### src/rtl/layer_sequencer_if.sv
`default_nettype none
// layer_sequencer_if: handshake bundle between the layer sequencer and the weight/conv/bn engines.
// Revision 1.0
interface layer_sequencer_if #(
  parameter int LAYER_W = 4
);
  logic               wload_req;
  logic [LAYER_W-1:0] wload_layer;
  logic               wload_done;
  logic               conv_start;
  logic               conv_done;
  logic               bn_start;
  logic               bn_done;

  modport master (
    output wload_req, wload_layer, conv_start, bn_start,
    input  wload_done, conv_done, bn_done
  );

  modport slave (
    input  wload_req, wload_layer, conv_start, bn_start,
    output wload_done, conv_done, bn_done
  );
endinterface
`default_nettype wire

### src/rtl/layer_sequencer.sv
`default_nettype none
// layer_sequencer: walks the network layer by layer (weight load -> conv -> batch-norm) with timeout/abort.
// Revision 1.0
module layer_sequencer #(
  parameter int NUM_LAYERS    = 11,
  parameter int LAYER_W       = 4,
  parameter int TIMEOUT_LIMIT = 100000,
  parameter int CNT_W         = 32
) (
  input  wire logic               clk,
  input  wire logic               rst_n,
  input  wire logic               start,
  input  wire logic               abort,
  input  wire logic               memory_ready,
  layer_sequencer_if.master       eng,
  output logic [LAYER_W-1:0]      layer_idx,
  output logic                    busy,
  output logic                    done,
  output logic                    error,
  output logic [1:0]              error_code,
  output logic [CNT_W-1:0]        cycle_count
);
  localparam logic [2:0] S_IDLE   = 3'd0;
  localparam logic [2:0] S_LOAD_W = 3'd1;
  localparam logic [2:0] S_CONV   = 3'd2;
  localparam logic [2:0] S_BN     = 3'd3;
  localparam logic [2:0] S_NEXT   = 3'd4;
  localparam logic [2:0] S_DONE   = 3'd5;
  localparam logic [2:0] S_ERROR  = 3'd6;

  localparam int                ST_W           = $clog2(TIMEOUT_LIMIT + 1);
  localparam logic [ST_W-1:0]    C_STAGE_LAST   = ST_W'(TIMEOUT_LIMIT - 1);
  localparam logic [LAYER_W-1:0] C_LAYER_LAST   = LAYER_W'(NUM_LAYERS - 1);
  localparam logic [1:0]         C_ERR_NONE     = 2'b00;
  localparam logic [1:0]         C_ERR_TIMEOUT  = 2'b01;
  localparam logic [1:0]         C_ERR_SPURIOUS = 2'b10;

  logic [2:0]         r_state, w_next;
  logic [1:0]         w_err_cause;
  logic [ST_W-1:0]    r_stage;
  logic [LAYER_W-1:0] r_layer, w_layer_next;
  logic [CNT_W-1:0]   r_cycles;
  logic               w_expected, w_spurious, w_timeout, w_in_run;

  logic               r_wload_req, r_conv_start, r_bn_start, r_busy, r_done, r_error;
  logic               w_wload_req, w_conv_start, w_bn_start, w_busy, w_done, w_error;
  logic [1:0]         r_error_code, w_error_code;
  logic [LAYER_W-1:0] r_wload_layer;

  // Classify the engine done pulses against the stage currently being waited on.
  always_comb begin
    w_expected = 1'b0;
    w_spurious = 1'b0;
    case (r_state)
      S_LOAD_W: begin
        w_expected = eng.wload_done;
        w_spurious = eng.conv_done | eng.bn_done;
      end
      S_CONV: begin
        w_expected = eng.conv_done;
        w_spurious = eng.wload_done | eng.bn_done;
      end
      S_BN: begin
        w_expected = eng.bn_done;
        w_spurious = eng.wload_done | eng.conv_done;
      end
      default: ;
    endcase
    w_timeout = (r_stage == C_STAGE_LAST);
    w_in_run  = (r_state == S_LOAD_W) || (r_state == S_CONV) || (r_state == S_BN) ||
                (r_state == S_NEXT) || (r_state == S_DONE);
  end

  // Next state: abort > spurious > expected done > timeout.
  always_comb begin
    w_next       = r_state;
    w_err_cause  = C_ERR_NONE;
    w_layer_next = r_layer;
    if (abort && (r_state != S_IDLE)) begin
      w_next = S_IDLE;
    end else begin
      case (r_state)
        S_IDLE: if (start && memory_ready) begin
          w_next       = S_LOAD_W;
          w_layer_next = '0;
        end
        S_LOAD_W, S_CONV, S_BN: begin
          if (w_spurious) begin
            w_next      = S_ERROR;
            w_err_cause = C_ERR_SPURIOUS;
          end else if (w_expected) begin
            w_next = (r_state == S_LOAD_W) ? S_CONV : (r_state == S_CONV) ? S_BN : S_NEXT;
          end else if (w_timeout) begin
            w_next      = S_ERROR;
            w_err_cause = C_ERR_TIMEOUT;
          end
        end
        S_NEXT: begin
          if (r_layer == C_LAYER_LAST) begin
            w_next = S_DONE;
          end else begin
            w_next       = S_LOAD_W;
            w_layer_next = r_layer + LAYER_W'(1);
          end
        end
        S_DONE:  w_next = S_IDLE;
        S_ERROR: w_next = S_ERROR;
        default: w_next = S_IDLE;
      endcase
    end
  end

  always_ff @(posedge clk) begin
    if (!rst_n) begin
      r_state <= S_IDLE;
    end else begin
      r_state <= w_next;
    end
  end

  always_ff @(posedge clk) begin
    if (!rst_n) begin
      r_stage  <= '0;
      r_layer  <= '0;
      r_cycles <= '0;
    end else begin
      r_layer <= w_layer_next;
      if (w_next != r_state) begin
        r_stage <= '0;
      end else if ((r_state == S_LOAD_W) || (r_state == S_CONV) || (r_state == S_BN)) begin
        r_stage <= r_stage + ST_W'(1);
      end
      if ((r_state == S_IDLE) && (w_next == S_LOAD_W)) begin
        r_cycles <= '0;
      end else if (w_in_run && (r_cycles != {CNT_W{1'b1}})) begin
        r_cycles <= r_cycles + CNT_W'(1);
      end
    end
  end

  // Outputs are decoded from the upcoming state so they appear registered with the state.
  always_comb begin
    w_wload_req  = (w_next == S_LOAD_W);
    w_conv_start = (w_next == S_CONV) && (r_state != S_CONV);
    w_bn_start   = (w_next == S_BN) && (r_state != S_BN);
    w_busy       = (w_next == S_LOAD_W) || (w_next == S_CONV) ||
                   (w_next == S_BN) || (w_next == S_NEXT);
    w_done       = (w_next == S_DONE);
    w_error      = (w_next == S_ERROR);
    w_error_code = C_ERR_NONE;
    if (w_next == S_ERROR) begin
      w_error_code = (r_state == S_ERROR) ? r_error_code : w_err_cause;
    end
  end

  always_ff @(posedge clk) begin
    if (!rst_n) begin
      r_wload_req   <= 1'b0;
      r_wload_layer <= '0;
      r_conv_start  <= 1'b0;
      r_bn_start    <= 1'b0;
      r_busy        <= 1'b0;
      r_done        <= 1'b0;
      r_error       <= 1'b0;
      r_error_code  <= C_ERR_NONE;
    end else begin
      r_wload_req   <= w_wload_req;
      r_wload_layer <= w_layer_next;
      r_conv_start  <= w_conv_start;
      r_bn_start    <= w_bn_start;
      r_busy        <= w_busy;
      r_done        <= w_done;
      r_error       <= w_error;
      r_error_code  <= w_error_code;
    end
  end

  assign eng.wload_req   = r_wload_req;
  assign eng.wload_layer = r_wload_layer;
  assign eng.conv_start  = r_conv_start;
  assign eng.bn_start    = r_bn_start;
  assign layer_idx       = r_layer;
  assign busy            = r_busy;
  assign done            = r_done;
  assign error           = r_error;
  assign error_code      = r_error_code;
  assign cycle_count     = r_cycles;
endmodule
`default_nettype wire

### src/flat_wrapper.sv
// flat-port wrapper written by rule: the top's interface ports become plain ports
module layer_sequencer_flat 
#(
  parameter int NUM_LAYERS    = 11,
  parameter int LAYER_W       = 4,
  parameter int TIMEOUT_LIMIT = 100000,
  parameter int CNT_W         = 32
)
  (clk, rst_n, start, abort, memory_ready, layer_idx, busy, done, error, error_code, cycle_count, eng_wload_req, eng_wload_layer, eng_conv_start, eng_bn_start, eng_wload_done, eng_conv_done, eng_bn_done);
  layer_sequencer_if #(.LAYER_W(LAYER_W)) eng_i ();
  input  wire logic clk;
  input  wire logic rst_n;
  input  wire logic start;
  input  wire logic abort;
  input  wire logic memory_ready;
  output logic [LAYER_W-1:0] layer_idx;
  output logic busy;
  output logic done;
  output logic error;
  output logic [1:0] error_code;
  output logic [CNT_W-1:0] cycle_count;
  output wire logic [$bits(eng_i.wload_req)-1:0] eng_wload_req;
  output wire logic [$bits(eng_i.wload_layer)-1:0] eng_wload_layer;
  output wire logic [$bits(eng_i.conv_start)-1:0] eng_conv_start;
  output wire logic [$bits(eng_i.bn_start)-1:0] eng_bn_start;
  input wire logic [$bits(eng_i.wload_done)-1:0] eng_wload_done;
  input wire logic [$bits(eng_i.conv_done)-1:0] eng_conv_done;
  input wire logic [$bits(eng_i.bn_done)-1:0] eng_bn_done;
  assign eng_wload_req = eng_i.wload_req;
  assign eng_wload_layer = eng_i.wload_layer;
  assign eng_conv_start = eng_i.conv_start;
  assign eng_bn_start = eng_i.bn_start;
  assign eng_i.wload_done = eng_wload_done;
  assign eng_i.conv_done = eng_conv_done;
  assign eng_i.bn_done = eng_bn_done;
  layer_sequencer #(.NUM_LAYERS(NUM_LAYERS), .LAYER_W(LAYER_W), .TIMEOUT_LIMIT(TIMEOUT_LIMIT), .CNT_W(CNT_W)) u_core (.clk(clk), .rst_n(rst_n), .start(start), .abort(abort), .memory_ready(memory_ready), .eng(eng_i), .layer_idx(layer_idx), .busy(busy), .done(done), .error(error), .error_code(error_code), .cycle_count(cycle_count));
endmodule
### config.mk
export PLATFORM = sky130hd
export DESIGN_NAME = layer_sequencer_flat
export DESIGN_NICKNAME = d
export VERILOG_FILES = /design/src/rtl/layer_sequencer_if.sv /design/src/rtl/layer_sequencer.sv /design/src/flat_wrapper.sv
export SDC_FILE = /design/constraint.sdc
export NUM_CORES = 1
export LEC_CHECK = 0
export CAP_MARGIN = 20
export CORE_MARGIN = 10
export CORE_UTILIZATION = 57
export CTS_CLUSTER_SIZE = 28
export DETAILED_ROUTE_END_ITERATION = 6
export MAX_ROUTING_LAYER = met4
export PLACE_DENSITY_LB_ADDON = 0.3
export REMOVE_ABC_BUFFERS = 1
export SETUP_SLACK_MARGIN = 0.05
export SLEW_MARGIN = 20
export SYNTH_ARGS = -nofsm -noshare
export SYNTH_HDL_FRONTEND = slang
export SYNTH_SLANG_ARGS = --single-unit
### constraint.sdc
create_clock -name clk -period 5.4 [get_ports clk]
set_input_delay 1.08 -clock clk [delete_from_list [all_inputs] [get_ports clk]]
set_output_delay 1.08 -clock clk [all_outputs]
set_load 0.03 [all_outputs]
## Word-level counts from Yosys, hierarchy flattened

Cells that the tools add are included.

| cells by class | value |
|---|---|
| add/subtract/negate cells | 3 |
| eq/ne operators | 20 |
| bitwise logic cells | 5 |
| muxes and demuxes | 19 |
| reductions and logical operators | 21 |

Operators by type and width:

| kind | count |
|---|---|
| $add A32 B1 Y32 const B | 1 |
| $ne A32 B32 Y1 const B | 1 |
| $mux W3 | 8 |
| $eq A3 B3 Y1 const B | 6 |
| $add A17 B1 Y17 const B | 1 |
| $eq A17 B17 Y1 const B | 1 |
| $eq A3 B2 Y1 const B | 4 |
| $pmux W3 S4 | 1 |
| $mux W2 | 4 |
| $mux W4 | 2 |
| $pmux W4 S2 | 1 |
| $logic_or A1 B1 Y1 | 7 |
| $eq A3 B1 Y1 const B | 2 |
| $logic_and A1 B1 Y1 | 6 |
| $ne A3 B2 Y1 const B | 2 |
| $pmux W1 S3 | 2 |
| $add A4 B1 Y4 const B | 1 |
| $eq A4 B4 Y1 const B | 1 |
| $reduce_and A4 Y1 | 1 |
| $reduce_or A2 Y1 | 2 |
| $logic_not A3 Y1 | 1 |
| $ne A3 B3 Y1 | 1 |
| $or A1 B1 Y1 | 3 |
| $reduce_bool A3 Y1 | 1 |
| 7 further kinds | 8 |

| storage, ports and cells | value |
|---|---|
| word-level logic and storage cells | 79 |
| input bits | 8 |
| register bits | 64 |

## Longest topological paths before layout

| logic depth | value |
|---|---|
| depth in word-level cells | 11 |
| gate-level depth with buffers | 10 |
| mapped depth without buffers | 8 |

## Worst setup path before layout

Ideal clock, no wire load.

| path | value |
|---|---|
| kind | input to register |
| from | input start |
| to | register u_core.r_stage[10] |
| slack | 2,801 ps |
| arrival | 2,535 ps |
| library setup time | 64 ps |
| cell stages on the path | 8 |
| cell sequence | a21oi_2 a211oi_1 a211o_1 o41a_1 or4_1 buf_4 buf_4 nor2_1 |

| between the ends | value |
|---|---|
| word-level cells in the longest chain between the ends | 6 |

Ends and longest elaborated chain:

| element | line | RTL |
|---|---|---|
| start: declaration | flat_wrapper.sv:13 | `input wire logic start;` |
| $logic_and A1 B1 Y1 | layer_sequencer.sv:83 | `S_IDLE: if (start && memory_ready) begin` |
| $mux W3 | layer_sequencer.sv:83 |  |
| $pmux W3 S4 | layer_sequencer.sv:82 | `case (r_state)` |
| $mux W3 | layer_sequencer.sv:79 | `if (abort && (r_state != S_IDLE)) begin` |
| $ne A3 B3 Y1 | layer_sequencer.sv:128 | `if (w_next != r_state) begin` |
| $reduce_or A2 Y1 (no source line) | -- |  |
| end signal: assignment | layer_sequencer.sv:131 | `r_stage <= r_stage + ST_W'(1);` |
| end: declaration | layer_sequencer.sv:40 | `logic [ST_W-1:0] r_stage;` |

No other way between the ends.
A chain may end at the register's enable or synchronous reset.

## Final worst setup path

| path | value |
|---|---|
| from | input eng_bn_done |
| to | register u_core.r_stage[12] |

| between the ends | value |
|---|---|
| word-level cells in the longest chain between the ends | 7 |
| elaborated cells on any way between the ends | 10 |

Ends and longest elaborated chain:

| element | line | RTL |
|---|---|---|
| start: declaration | flat_wrapper.sv:28 | `input wire logic [$bits(eng_i.bn_done)-1:0] eng_bn_done;` |
| $pmux W1 S3, or another cell as far along | layer_sequencer.sv:54 | `case (r_state)` |
| $mux W3 or $pmux W1 S3 (tied branches) | layer_sequencer.sv:91, layer_sequencer.sv:54 |  |
| $mux W3 * | layer_sequencer.sv:88 | `if (w_spurious) begin` |
| $pmux W3 S4 * | layer_sequencer.sv:82 |  |
| $mux W3 * | layer_sequencer.sv:79 |  |
| $ne A3 B3 Y1 * | layer_sequencer.sv:128 |  |
| $reduce_or A2 Y1 (no source line) * | -- |  |

Mark *: on every way between the ends. The rest lies on a longest branch, timed or not.

==> run_results.csv <==
group,metric,value,unit
pwr,p_total,0.930,mW
worst_setup_path,worst_setup_path_start_kind,"input port",
worst_setup_path,crit_fanout,17,
floorplanning,start_util,0.587,
place,placedCellCount,496,
logic_synthesis,ys_top_cells_by_area,"dfxtp_1, nor2_1, xor2_1",
floorplanning,rows,27,
logic_synthesis,ys_warn_count,0,
finish,drive_gt1_frac,0.0614,
floorplanning,coreArea,0.00551,sq mm
finish,fin_cells,512,
logic_synthesis,synth-simple-area-share,0.318,
status,outcome,"finished, final reports clean",
clocking,cts_max_path_buffers,2,
clocking,hold_buffers,0,
pwr,irDropWorstVdd,0.171,mV
logic_synthesis,synth_top_cell_area_share,0.396,
logic_synthesis,ys_seq_area_frac,0.396,
pwr,power_frac_seq,0.519,
place,port_buffers,55,
logic_synthesis,synth_area,0.00323,sq mm
finish,fin_nets,447,
global_routing,grt_usage,0.176,
clocking,cts.repair.resized,0,
sta,clock_skew,0.00532,ns
clocking,clk_pin_slew,0.07,ns
sta,setup_viol,0,
sta,worstMarginPinSlew,1.05,ns
global_routing,grt_max_degree,26,
clocking,cts_tree,"built",
worst_hold_path,min_path_type,"flip-flop to flip-flop",
worst_setup_path,cp.required,5.67,ns
pwr,p_sw,0.227,mW
route,vias_per_cell,5.83,
logic_synthesis,synthFlopType,"dfxtp_1",
logic_synthesis,synth_compound_area_frac,0.0948,
logic_synthesis,yosys.area_share.adder,0.0155,
logic_synthesis,async_flop_share,0,
sta,hold_viol_final,0,
floorplanning,fp.dieW,95.3,um
clocking,cts-htree-levels,3,
sta,layout_min_cycle_time,3.01,ns
route,wl,7.76,mm
global_routing,antenna_found_initial,0,
finish,area.growth.synth_to_final,22.3,%
clocking,cts_inserted_buffers,9,
pwr,powerDensity,235,mW/mm^2
finish,antenna_cells,0,
route,vias,2987,
route,wire_per_inst,15.1,um
logic_synthesis,synth_top_family_by_area,"simple AND/OR/NAND/NOR gates",
floorplanning,pin_count,56,
global_routing,gr-total-overflow,0,
clocking,cts_setup_buffers,0,
sta,relSlewSlack,0.287,
worst_setup_path,arrival,3.28,ns
logic_synthesis,synth-edff-count,0,
worst_setup_path,cp-end-kind,"flip-flop",
pwr,p_int,0.704,mW
worst_setup_path,criticalPathCategory,"input port to flip-flop",
global_routing,grt_pass1_wl,12.6,mm
pwr,switching_share,0.244,
route,drt_iter0_drc,188,
clocking,cts-root-buf,"clkbuf_8",
logic_synthesis,synth_xor_area_frac,0.122,
place,gp_congestion,0.881,
logic_synthesis,ys_ff_latch,64,
sta,slew_violations,0,
route,ant_nets,0,
sta,rsz0062_at_grt,"no",
pwr,pwr-share-comb,0.074,
logic_synthesis,synth_common_cells,"dfxtp_1, nor2_1, nand4_1",
place,dp_hpwl,5.48,mm
run,maxCapViolCount,0,
logic_synthesis,netlist_instances,386,
sta,finalSetupTns,0,ns
pwr,power.leakage,1.36,nW
route,drt_first_pass_iters,5,
global_routing,grt_pass1_vias,2662,
pwr,clockPowerShare,0.407,
route,drc,0,
logic_synthesis,syn_avg_cell_area,8.38,sq um
sta,clock.fmax,332,MHz
sta,post-route-period-util,0.558,
logic_synthesis,muxShareOfSynthArea,0.00310,
clocking,cts.sinks,64,
finish,utilization,0.718,
floorplanning,die_area,0.00908,sq mm
floorplanning,dieHeight,95.3,um
clocking,clk_latency,0.34,ns
logic_synthesis,synth_cell_type_count,53,
logic_synthesis,yosys.area.top_type,"dfxtp_1",
[power groups by stage]
stage	Sequential [mW]	Clock [mW]	Combinational [mW]
2_1_floorplan	0.500	0	0.0328
3_3_place_gp	0.493	0	0.0672
3_5_place_dp	0.493	0	0.0683
4_1_cts	0.482	0.384	0.0690
5_1_grt	0.483	0.404	0.0755
6_report	0.482	0.379	0.0689
[metal layers]
layer,up-vias,wire length (um),GRT usage
li1,1461,-,-
met1,1396,3350,0.212
met2,117,3700,0.274
met3,13,583,0.0503
met4,0,121,0.0648
met5,-,0,-
[sequential cells by signal, summed over array words and instances (netlist names)]
register	cells
u_core.eng.wload_layer	4
u_core.eng.wload_req	1
u_core.error	1
u_core.r_stage	17
u_core.error_code	2
u_core.done	1
u_core.cycle_count	32
u_core.eng.conv_start	1
u_core.eng.bn_start	1
u_core.r_state	3
u_core.busy	1
[final cells by class]
cell class | count | area (sq um)
Multi-Input combinational cell | 291 | 1790
Tap cell | 72 | 90.1
Inverter | 13 | 48.8
Timing Repair Buffer | 56 | 558
Sequential cell | 64 | 1280
Fill cell | 441 | 1550
Clock buffer | 13 | 169
Clock inverter | 3 | 15.0
[logic make-up after synthesis]
family,count (synthesis)
buffers and inverters,31
adder cells (fa/ha/maj),4
AND/OR/NAND/NOR,194
XOR/XNOR,45
flip-flops,64
AO/OA/AOI/OAI,47
multiplexers,1
[stage by stage]
| stage | area [sq um] | hold WS (ns) | setup WS (ns) |
|---|---|---|---|
| after floorplan | 3120 | 0.479 | 2.59 |
| after global placement | 3770 | 0.453 | 2.14 |
| after detailed placement | 3770 | 0.470 | 2.05 |
| after CTS | 3960 | 0.480 | 2.39 |
| after global routing | 3960 | 0.505 | 2.19 |
| final | 3960 | 0.476 | 2.39 |
[worst max-delay path, stage by stage]
cell,delay (ns)
clkdlybuf4s50_1,0.50
nor3_1,0.37
nand3_1,0.16
o21ai_0,0.20
nand2_1,0.07
or4_1,0.71
nor2_1,0.20
[layout by cell type (no fill, tap or decap), types with 2 or more instances in the layout]
master / instances
nand4_1: 27
xnor2_1: 19
nor4_1: 3
o21ai_0: 12
or3_1: 6
clkbuf_8: 12
nor2b_1: 3
nand3b_1: 3
o22ai_1: 2
and4_1: 6
nand3_1: 20
clkinv_2: 3
ha_1: 4
nand4b_1: 2
nor3_1: 11
and2_1: 5
nand2_1: 22
or4_1: 2
inv_1: 13
o21ai_2: 2
xor2_1: 26
a31oi_1: 3
nor2_1: 64
and3_1: 9
clkdlybuf4s50_1: 55
dfxtp_1: 64
a21oi_1: 13
a211oi_1: 5
[final timing paths]
check                       start                     end  slack (ns)  cells past startpoint
max                   eng_bn_done      u_core.r_stage[12]        2.39                      7
max reg2reg     u_core.r_state[2]  u_core.cycle_count[19]        2.88                      6
min reg2reg  u_core.error_code[0]    u_core.error_code[0]        0.48                      2
min          u_core.error_code[0]    u_core.error_code[0]        0.48                      2
Note: power is estimated with default switching activity, not from simulation.
==> variant 1 (config.mk and constraints unchanged) <==
`TIMEOUT_LIMIT` is set to 100000 in 2 places; all go to 400000.
--- a/src/rtl/layer_sequencer.sv
+++ b/src/rtl/layer_sequencer.sv
@@ -4,7 +4,7 @@
 module layer_sequencer #(
   parameter int NUM_LAYERS    = 11,
   parameter int LAYER_W       = 4,
-  parameter int TIMEOUT_LIMIT = 100000,
+  parameter int TIMEOUT_LIMIT = 400000,
   parameter int CNT_W         = 32
 ) (
   input  wire logic               clk,
--- a/src/flat_wrapper.sv
+++ b/src/flat_wrapper.sv
@@ -3,7 +3,7 @@
 #(
   parameter int NUM_LAYERS    = 11,
   parameter int LAYER_W       = 4,
-  parameter int TIMEOUT_LIMIT = 100000,
+  parameter int TIMEOUT_LIMIT = 400000,
   parameter int CNT_W         = 32
 )
   (clk, rst_n, start, abort, memory_ready, layer_idx, busy, done, error, error_code, cycle_count, eng_wload_req, eng_wload_layer, eng_conv_start, eng_bn_start, eng_wload_done, eng_conv_done, eng_bn_done);
Check against the original RTL: no difference found for any inputs over 10 cycles, from zero or initial values and one cycle with rst_n low; that may be too few to reach the edited logic, so the function may still have changed.
==> variant 1 against the original RTL <==
  * Synthesized area up 14%
  * Critical endpoint is now u_core.r_stage[2]
  * Largest power group unchanged
  * Final area up 9.8%
  * Routed wire length up 15%
  * Sequential cell count up 2
  * Setup slack worse by 0.081 ns
  * Sequential power up 4%
  * Core utilization down 3.0 points
  * Power up 4.2%
==> variant 1: results (changes against the original RTL) <==
Parameter                              Value

Outcome
  Result of the run    completed

Synthesis
  Biggest area contributors in the synthesized netlist    sky130_fd_sc_hd__dfxtp_1 (36%), sky130_fd_sc_hd__or4_1 (4.3%), sky130_fd_sc_hd__xnor2_1 (3.8%)
  Number of warnings issued by yosys    0 (unchanged)
  Post-synthesis sequential area ratio    0.360 (-0.0362)
  Commonest cells in the netlist    sky130_fd_sc_hd__dfxtp_1 (66), sky130_fd_sc_hd__nand2_1 (34), sky130_fd_sc_hd__a21oi_1 (23)
  Synth cell types    53 (unchanged)

STA
  Worst-case clock skew    0.0134 ns (+0.00812 ns)
  Worst-Margin Slew    0.970 ns (-0.0845 ns)

Setup path
  Delay contributed by the slowest stage of the critical path    0.75 ns (+0.04 ns)
  Worst-path maximum fanout    19 (+2)

GRT
  Largest net degree at the start of global routing    24 (-7.7%)
  Wire length of the first global-routing pass    14800 um (+18%)
  Global-route usage over all layers    0.179 (+0.00249)
  Number of global-route vias before repair    3116 (+17%)

Power
  Max IR drop VDD    0.140 mV (-18%)
  Static leakage    1.37 nW (+1.3%)

Cells and area
  Proportion of layout cells with a drive suffix above 1    0.100 (+0.0386)
  Number of nets in the layout    478 (+6.9%)
  Count of filler cells inserted in the layout    526 (+19%)

Routing
  Number of DRC markers in iteration 0    143 (-24%)
  DR WL/cell    16.3 um (+7.7%)
  Total iterations of the first detailed-routing run    4 (-1)
  Via count    3388 (+13%)

Clocking
  Setup repair bufs after CTS    0 (unchanged)
  Clock slew at reported path FFs    0.07 ns (about the same)

Placed design
  Post-placement worst setup slack    1.97 ns (-0.0815 ns)
  Buffers added on ports    55 (unchanged)
  HPWL Detailed    6350 um (+16%)
[variant 1: cell type report]
cell class	instances	area [sq um]	area share
clock buffers	12	155	0.0357
well taps	77	96.3	0.0222
clock inverters	3	15.0	0.00346
repair buffers	56	558	0.128
inverters	12	45.0	0.0104
flip-flops and latches	66	1320	0.304
multi-input cells	321	2150	0.496
[variant 1: power breakdown]
group	internal, mW	switching, mW	leakage, nW	total, mW
logic	0.0332	0.0616	0.749	0.0948
clock network	0.187	0.186	0.0920	0.373
registers	0.492	0.00917	0.532	0.501
total	0.712	0.257	1.37	0.969
[variant 1: kinds of logic after synthesis]
family / count (synthesis) / share of synthesized area
adder cells (fa/ha/maj): 4 / 0.0136
AND/OR/NAND/NOR: 209 / 0.354
multiplexers: 4 / 0.0109
buffers and inverters: 36 / 0.0542
AO/OA/AOI/OAI: 81 / 0.152
flip-flops: 66 / 0.360
XOR/XNOR: 23 / 0.0549
[variant 1: routing by layer]
metal / wire length [um] / up-vias / track usage / share of wire
met1: 3990 / 1634 / 0.217 / 0.45
met5: 0 / - / - / 0
met4: 85 / 0 / 0.0717 / 0.0095
met3: 491 / 8 / 0.0433 / 0.055
li1: - / 1675 / - / -
met2: 4350 / 71 / 0.278 / 0.49
[variant 1: path summary, 6_finish.rpt]
| kind | slack [ns] | cells past startpoint | to | from |
|---|---|---|---|---|
| worst min register to register | 0.49 | 2 | u_core.cycle_count[14] | u_core.cycle_count[14] |
| worst max-delay path | 2.31 | 6 | u_core.r_stage[2] | eng_bn_done |
| worst max register to register | 2.75 | 5 | u_core.r_stage[2] | u_core.r_state[1] |
| worst min-delay path | 0.49 | 2 | u_core.cycle_count[14] | u_core.cycle_count[14] |
[variant 1: worst register-to-register path: stages, from the launching register on]
cell	delay, ns
sky130_fd_sc_hd__dfxtp_1	0.62
sky130_fd_sc_hd__nor2b_1	0.36
sky130_fd_sc_hd__nand2b_1	0.15
sky130_fd_sc_hd__a2111oi_4	0.48
sky130_fd_sc_hd__or4_1	0.75
sky130_fd_sc_hd__nor3_1	0.14
[variant 1: per-stage QoR]
stage	instances	hold WS [ns]	power, mW	area [sq um]
after detailed placement	532	0.488	0.606	4170
after global placement	532	0.471	0.604	4170
after CTS	547	0.497	0.972	4340
after floorplan	399	0.509	0.570	3520
after global routing	547	0.539	1.01	4340
final	547	0.492	0.969	4340
==> variant 2 (same flow settings) <==
Without the edit above. Remove the register `r_error`: a continuous assignment takes its place, so the output `error` follows one clock earlier.
--- a/src/rtl/layer_sequencer.sv
+++ b/src/rtl/layer_sequencer.sv
@@ -161,7 +161,6 @@
       r_bn_start    <= 1'b0;
       r_busy        <= 1'b0;
       r_done        <= 1'b0;
-      r_error       <= 1'b0;
       r_error_code  <= C_ERR_NONE;
     end else begin
       r_wload_req   <= w_wload_req;
@@ -170,10 +169,11 @@
       r_bn_start    <= w_bn_start;
       r_busy        <= w_busy;
       r_done        <= w_done;
-      r_error       <= w_error;
       r_error_code  <= w_error_code;
     end
   end
+
+  assign r_error = w_error;
 
   assign eng.wload_req   = r_wload_req;
   assign eng.wload_layer = r_wload_layer;
Behaviour: not the same (a bounded check fails within 4 cycles, from zero or initial values and one cycle with rst_n low).
==> variant 2 against the original RTL <==
  * Largest cell class unchanged
  * Final area grew 1.5%
  * Via count decreased by 2.7%
  * Critical path type is now in2out
  * Setup slack worse by 1.5 ns
  * Highest routed layer unchanged
  * Sequential cell count fell by 1
  * Sequential power is 1% lower
  * First-iteration DRC count increased by 9.6%
  * Non-clock buffer count rose by 1
  * Count of clock-buffer cells in the layout is 3 lower
  * Die area grew 1.0%
  * Routed wire length up 2.8%
  * Maximum frequency shrank 33%
  * Synthesized area is 1.3% higher
  * Power shrank 0.15%
==> variant 2: results (changes against the original RTL) <==
Parameter                              Value

GRT
  Global-route usage over all layers    0.177 (+0.000712)
  Met3 usage    0.0412 (-0.00903)
  Met2 usage in global routing    0.288 (+0.0145)
  Number of global-route vias before repair    2718 (+2.1%)
  Global Route met1 Usage    0.208 (-0.00415)
  Largest net degree at the start of global routing    36 (+38%)
  Wire length of the first global-routing pass    12800 um (+2.1%)

Placed design
  Post-placement cell count    498 (+0.40%)
  HPWL Detailed    5810 um (+6.0%)
  Placement-stage cell area    3830 sq um (+1.6%)
  Post-placement worst setup slack    0.939 ns (-1.11 ns)

Synthesis
  Adder and majority cell fraction of the synthesized area    0.0153 (-0.000201)
  Fraction of synthesized cell area in xor and xnor cells    0.120 (-0.00158)
  Synth cell types    54 (+1.9%)
  Post-synthesis sequential area ratio    0.385 (-0.0113)
  Synth Area in Compound Gates    0.0798 (-0.0150)
  Commonest cells in the netlist    sky130_fd_sc_hd__dfxtp_1 (63), sky130_fd_sc_hd__nor2_1 (60), sky130_fd_sc_hd__xnor2_1 (32)
  Multiplexer share of the synthesized area    0.00306 (-0.0000402)

Power
  Max IR drop VDD    0.177 mV (+3.9%)
  Comb pwr    68.7 uW (about the same)
  Static leakage    1.30 nW (-4.3%)
  Clk. pwr    384 uW (+1%)

Routing
  Total detailed-routing wirelength    7970 um (+2.8%)
  Wire length on met3    520 um (-11%)
  DRT met1 WL    3550 um (+5.8%)
  Number of DRC markers in iteration 0    206 (+9.6%)
  DR WL/cell    15.6 um (+3.0%)
  Met2 wire length    3800 um (+2.6%)
  Via count    2907 (-2.7%)

STA
  Hold Worst Slack    0.512 ns (+0.0360 ns)
  Worst-Margin Slew    0.775 ns (-0.280 ns)
  Achievable frequency    223 MHz (-33%)
  Worst-case clock skew    0.00641 ns (+0.00109 ns)

Hold path
  Hold path startpoint    u_core.r_stage[1]
  Worst min-delay path endpoint    u_core.r_stage[1]

Setup path
  Worst setup path end    error
  Startpoint of the worst setup timing path    eng_wload_done
  CP max stage cell    sky130_fd_sc_hd__clkdlybuf4s50_1
  Data arrival time of the critical path    3.40 ns (+0.12 ns)
  Gate family responsible for the most delay along the worst path    buffers and inverters
  Worst-case register-to-register setup slack    2.85 ns (-0.03 ns)
  R2R Path End    u_core.cycle_count[30]
  Worst-path maximum fanout    7 (-10)

Outcome
  Result of the run    completed

Cells and area
  Number of nets in the layout    450 (+0.67%)
## variant 2: cell count changes in the layout (fill, tap and decap cells not counted), moves of 5 or more
| cell | unedited run | this run |
|---|---|---|
| sky130_fd_sc_hd__xor2_1 | 26 | 13 |
| sky130_fd_sc_hd__a211oi_1 | 5 | 0 |
| sky130_fd_sc_hd__xnor2_1 | 19 | 32 |
| sky130_fd_sc_hd__nand2b_1 | 0 | 6 |
| sky130_fd_sc_hd__nor3b_1 | 0 | 5 |
| sky130_fd_sc_hd__nor4_1 | 3 | 9 |
| sky130_fd_sc_hd__nand2_1 | 22 | 31 |
| sky130_fd_sc_hd__nor3_1 | 11 | 17 |
| sky130_fd_sc_hd__inv_1 | 13 | 7 |
| sky130_fd_sc_hd__nand4_1 | 27 | 13 |
## variant 2: final cells by class
class	instances	area (sq um)
multi-input combinational	300	1890
fill	453	1530
sequential	63	1260
timing repair buffer	57	569
clock buffer	10	138
tap	72	90.1
clock inverter	2	35.0
inverter	7	26.3
